File: src/rtl/edge_list_reader.sv
// edge_list_reader: walks a graph edge list held in dmem and streams the
// edges out one per handshake. Word BASE holds the header {N, E, src, dst};
// the words after it hold two 16-bit {u, v} edges each, high half first.
// Optional feature macro: EDGE_READER_RANGE_CHECK_EN. When defined, `err`
// flags any header endpoint or emitted edge endpoint that is >= N.
module edge_list_reader #(
  parameter logic [15:0] BASE   = 16'h0000,
  parameter int          DATA_W = 32
) (
  input  logic              clk,
  input  logic              rst,
  input  logic              start,
  output logic              busy,
  output logic              done,
  output logic [7:0]        num_nodes,
  output logic [7:0]        num_edges,
  output logic [7:0]        src_node,
  output logic [7:0]        dst_node,
  output logic [15:0]       mem_a,
  input  logic [DATA_W-1:0] mem_rd,
  output logic [DATA_W-1:0] mem_wd,
  output logic              mem_we,
  output logic              e_valid,
  input  logic              e_ready,
  output logic [7:0]        e_u,
  output logic [7:0]        e_v,
  output logic              e_last,
  output logic              err
);

  typedef enum logic [2:0] {
    IDLE    = 3'd0,
    HDR     = 3'd1,
    FETCH   = 3'd2,
    EMIT_HI = 3'd3,
    EMIT_LO = 3'd4,
    DONE    = 3'd5
  } state_t;

  state_t            state;
  state_t            state_nxt;
  logic [7:0]        idx;
  logic [7:0]        idx_inc;
  logic [DATA_W-1:0] word_buf;
  logic              hs;
  logic              last_edge;

  // The edge index after the current one; E <= 255 so it never overflows.
  assign idx_inc   = idx + 8'd1;
  assign hs        = e_valid && e_ready;
  assign last_edge = (idx_inc == num_edges);

  // This block only ever reads dmem.
  assign mem_wd = '0;
  assign mem_we = 1'b0;

  // State register.
  always_ff @(posedge clk) begin
    if (rst) begin
      state <= IDLE;
    end else begin
      state <= state_nxt;
    end
  end

  // Next-state logic for the walk.
  always_comb begin
    state_nxt = state;
    case (state)
      IDLE: begin
        if (start) state_nxt = HDR;
        else       state_nxt = IDLE;
      end
      HDR: begin
        if (mem_rd[23:16] == 8'd0) state_nxt = DONE;
        else                       state_nxt = FETCH;
      end
      FETCH: state_nxt = EMIT_HI;
      EMIT_HI: begin
        if (hs) state_nxt = last_edge ? DONE : EMIT_LO;
        else    state_nxt = EMIT_HI;
      end
      EMIT_LO: begin
        if (hs) state_nxt = last_edge ? DONE : FETCH;
        else    state_nxt = EMIT_LO;
      end
      DONE:    state_nxt = IDLE;
      default: state_nxt = IDLE;
    endcase
  end

  // Output decode: address, stream and status signals from state and buffer.
  always_comb begin
    busy    = 1'b0;
    done    = 1'b0;
    e_valid = 1'b0;
    mem_a   = BASE;
    e_u     = word_buf[31:24];
    e_v     = word_buf[23:16];
    case (state)
      HDR: begin
        busy  = 1'b1;
        mem_a = BASE;
      end
      FETCH: begin
        busy  = 1'b1;
        mem_a = BASE + 16'd1 + {9'd0, idx[7:1]};
      end
      EMIT_HI: begin
        busy    = 1'b1;
        e_valid = 1'b1;
      end
      EMIT_LO: begin
        busy    = 1'b1;
        e_valid = 1'b1;
        e_u     = word_buf[15:8];
        e_v     = word_buf[7:0];
      end
      DONE:    done = 1'b1;
      default: busy = 1'b0;
    endcase
    e_last = e_valid && last_edge;
  end

  // Datapath: edge index, header latches and the fetched word buffer.
  always_ff @(posedge clk) begin
    if (rst) begin
      idx       <= 8'd0;
      word_buf  <= '0;
      num_nodes <= 8'd0;
      num_edges <= 8'd0;
      src_node  <= 8'd0;
      dst_node  <= 8'd0;
    end else begin
      case (state)
        IDLE: begin
          if (start) idx <= 8'd0;
        end
        HDR: begin
          num_nodes <= mem_rd[31:24];
          num_edges <= mem_rd[23:16];
          src_node  <= mem_rd[15:8];
          dst_node  <= mem_rd[7:0];
        end
        FETCH: word_buf <= mem_rd;
        EMIT_HI, EMIT_LO: begin
          if (hs) idx <= idx_inc;
        end
        default: idx <= idx;
      endcase
    end
  end

`ifdef EDGE_READER_RANGE_CHECK_EN
  // Sticky range flag: cleared by a new walk, set by any endpoint >= N.
  always_ff @(posedge clk) begin
    if (rst) begin
      err <= 1'b0;
    end else if (state == IDLE && start) begin
      err <= 1'b0;
    end else if (state == HDR &&
                 (mem_rd[15:8] >= mem_rd[31:24] || mem_rd[7:0] >= mem_rd[31:24])) begin
      err <= 1'b1;
    end else if (hs && (e_u >= num_nodes || e_v >= num_nodes)) begin
      err <= 1'b1;
    end else begin
      err <= err;
    end
  end
`else
  assign err = 1'b0;
`endif

endmodule
File: config.mk
export PLATFORM = sky130hd
export DESIGN_NAME = edge_list_reader
export DESIGN_NICKNAME = d
export VERILOG_FILES = /design/src/rtl/edge_list_reader.sv
export SDC_FILE = /design/constraint.sdc
export NUM_CORES = 1
export LEC_CHECK = 0
export ABC_AREA = 0
export CAP_MARGIN = 10
export CORE_MARGIN = 2
export CORE_UTILIZATION = 30
export DETAILED_ROUTE_END_ITERATION = 8
export PLACE_DENSITY_LB_ADDON = 0.05
export SETUP_SLACK_MARGIN = 0.1
export SLEW_MARGIN = 40
export SYNTH_ARGS = -nofsm -noshare
export SYNTH_HDL_FRONTEND = slang
export SYNTH_SLANG_ARGS = --single-unit
export TNS_END_PERCENT = 50
File: constraint.sdc
create_clock -name clk -period 2 [get_ports clk]
set_input_delay 0.6 -clock clk [delete_from_list [all_inputs] [get_ports clk]]
set_output_delay 0.6 -clock clk [all_outputs]
set_load 0.1 [all_outputs]
==> reports/qor.yml <==
grt_pass1_wl_mm: 18.2
arrival_ps: 1950
row_count: 40
grt_setup_unrepaired: "yes"
clock-sinks: 75
grtUsageTotal_pct: 18.1
reg2reg_to: "idx[3]$_SDFFE_PP0P_"
synth_edf_count: 0
synthTopCellsByArea: "dfxtp_1 (41%), nand2_1 (14%), a21oi_1 (11%)"
dieHeight_um: 115
p_leak_nw: 2.53
ys_async_sr_fraction_pct: 0
end_kind: "output port"
drive_gt1_share_pct: 35.3
post-dp-hpwl_mm: 8.08
timing.rr.start: "state[0]$_SDFF_PP0_"
layout.nets: 662
ctsHoldBuffers: 0
combPwrFrac_pct: 36.9
violations: "setup timing"
holdPathEnd: "word_buf[4]$_SDFFE_PP0P_"
synth-seq-cells: 75
ioPinCount: 138
maxClockFrequency_mhz: 392
grt_overflow: 0
critical_path.max_stage_delay_ps: 360
drtIter0Drc: 155
yosysSeqAreaShare_pct: 40.6
critPathTopFamily: "simple AND/OR/NAND/NOR gates"
holdCritPathClass: "reg2reg"
grt_pass1_vias: 3417
start_util_pct: 30.8
cts_root_buffer: "clkbuf_16"
die_w_um: 115
postRouteAntennaNets: 0
final-max-slew-violation-count: 0
path_max_fanout: 6
synth.largest_area_cell: "dfxtp_1"
vias: 3512
crit_buf_inv: 1
power.switching_mw: 1.99
fin_util_pct: 53.9
netlist_area_mm2: 0.00370
rr_worst_depth: 9
tritoncts: "done"
dp_slack_ps: -332
swShare_pct: 38.7
min_from: "word_buf[4]$_SDFFE_PP0P_"
min_path_cells: 2
setup_viol: 28
yosysTopAreaCellShare_pct: 40.6
h-tree-depth: 3
synth.distinct_cells: 38
p_seq_share_pct: 32.3
cap_viol_max_count: 0
cts_inserted_buffers: 9
yosysMostFrequentCell: "nand2_1"
synth_common_cells: "nand2_1 (136), a21oi_1 (82), dfxtp_1 (75), buf_4 (42), clkbuf_1 (19)"
antennaDiodeCount: 0
period_share_pct: 128
io_buffers: 95
firstDrtPassIters: 4
clockBufferDepth: 2
yosysWarningCount: 0
critPathLaunchType: "flop"
run_status: "complete, but fails checks"
synth_area_per_cell_um2: 7.68
routed_wl_mm: 11.6
ys.flop_type: "dfxtp_1"
grt_max_degree: 69
synth_cells: 481
ir_drop_uv: 490
gp_congestion: 0.780
skew_ps: 10.7
die_area_mm2: 0.0132
crit_type: "reg2out"
period_minus_slack_ps: 2550
area_delta_synth_final_pct: 75.2
vias_per_cell: 4.53
pwr-share-clk_pct: 30.8
finalHoldViolCount: 0
required_ps: 1400
rrSetupSlack_ps: 60
cp_cell_sequence: "ha_4, nand2b_1, o211a_1, o32ai_4, nand4_1, nor2_4, buf_12"
wl_per_cell_um: 15.0
powerDensity_mw_per_mm2: 795
core_area_mm2: 0.0120
crit_slowest_cell: "dfxtp_4"
insertion_delay_ps: 340
postLayoutSetupSlackWorst_ps: -553
cts.reportedPaths.clkPinSlew_ps: 60
fin_hold_ws_ps: 453
drc: 0
intPower_mw: 3.15
antenna_found_initial: 0
[worst max-delay path by stage]
| stage | from | to | slack (ps) | cells past startpoint |
|---|---|---|---|---|
| 5_1_grt | idx[1]$_SDFFE_PP0P_ | e_last | -670 | 7 |
| 3_3_place_gp | idx[0]$_SDFFE_PP0P_ | e_last | -290 | 7 |
| 6_report | idx[1]$_SDFFE_PP0P_ | e_last | -550 | 7 |
| 2_1_floorplan | idx[1]$_SDFFE_PP0P_ | e_last | -410 | 7 |
| 3_5_place_dp | idx[0]$_SDFFE_PP0P_ | e_last | -330 | 7 |
| 4_1_cts | idx[1]$_SDFFE_PP0P_ | e_last | -600 | 7 |
[registers in the layout (all words and copies together), names as in the netlist]
name       count
idx            8
src_node       8
num_edges      8
state          3
word_buf      32
num_nodes      8
dst_node       8
[area by class of cell]
class                      count  area, um^2
fill                        1132        5540
timing repair buffer         167        2230
multi-input combinational    369        2210
sequential                    75        1540
clock buffer                  10         229
tap                          147         184
clock inverter                 6        56.3
inverter                       2        11.3
[layer usage]
metal / part of all wire, % / vias up / global-route usage [%] / wire [um]
li1: - / 1791 / - / -
met1: 44 / 1618 / 23.7 / 5150
met2: 48 / 94 / 28.9 / 5580
met3: 6.7 / 9 / 4.96 / 777
met4: 1.2 / 0 / 5.54 / 135
met5: 0 / - / 0 / 0
[kinds of logic (layout without fill, tap and decap cells)]
logic type | after synthesis | after routing | synth area share, %
fa+ha+maj | 2 | 2 | 0.677
flops | 75 | 75 | 40.6
compound gates | 99 | 99 | 14.1
simple gates | 193 | 193 | 22.6
other cells | 1 | 42 | 0.101
xor+xnor | 15 | 15 | 3.55
buf+inv | 78 | 185 | 12.8
mux | 18 | 18 | 5.45
[placed cells by master, fill, tap and decap left out, types with 3 or more instances in the layout]
cell,Yosys,routed
o21ai_0,11,11
clkdlybuf4s50_1,0,34
dfxtp_4,0,8
or3_1,6,4
mux2_4,0,16
nand2b_1,5,3
dfxtp_1,75,57
xor2_2,0,3
buf_4,42,53
dfxtp_2,0,10
a21oi_1,82,79
nand3_1,5,3
xnor2_1,8,6
nor2_4,0,8
nand2_1,136,134
conb_1,1,42
nand4_1,4,4
buf_6,1,12
clkbuf_16,0,9
buf_12,0,65
nor2_1,17,9
xor2_1,7,4
[power by group through the flow]
stage | clock network [mW] | registers [mW] | logic [mW]
2_1_floorplan | 0 | 2.00 | 0.979
3_3_place_gp | 0 | 1.69 | 1.83
3_5_place_dp | 0 | 1.69 | 1.84
4_1_cts | 1.64 | 1.66 | 1.89
5_1_grt | 1.69 | 1.67 | 1.99
6_report | 1.59 | 1.66 | 1.90
[per-stage QoR]
step,setup TNS [ps],cell area (um^2),std cells,power [mW]
4_1_cts,-7660,6390,773,5.18
3_3_place_gp,-1720,5810,748,3.53
3_5_place_dp,-1760,5810,748,3.53
6_report,-7360,6470,776,5.15
5_1_grt,-8810,6470,776,5.35
2_1_floorplan,-1830,4110,522,2.98
[worst register-to-register path, cell delays in order (launching register included)]
cell     delay (ps)
dfxtp_2         340
nor3b_4         230
buf_6           160
buf_16          150
a21oi_4          40
buf_6           130
buf_4           130
or2_4           240
or3_1           330
a21oi_2         130
[what timing repair did]
action	4_1_cts	5_1_grt
endpoints found under the setup margin	29	37
buffers inserted	7	4
gates resized for setup	47	14
cloned	2	0
pin swaps	9	8
No activity file was read; power rests on OpenSTA's default activity.
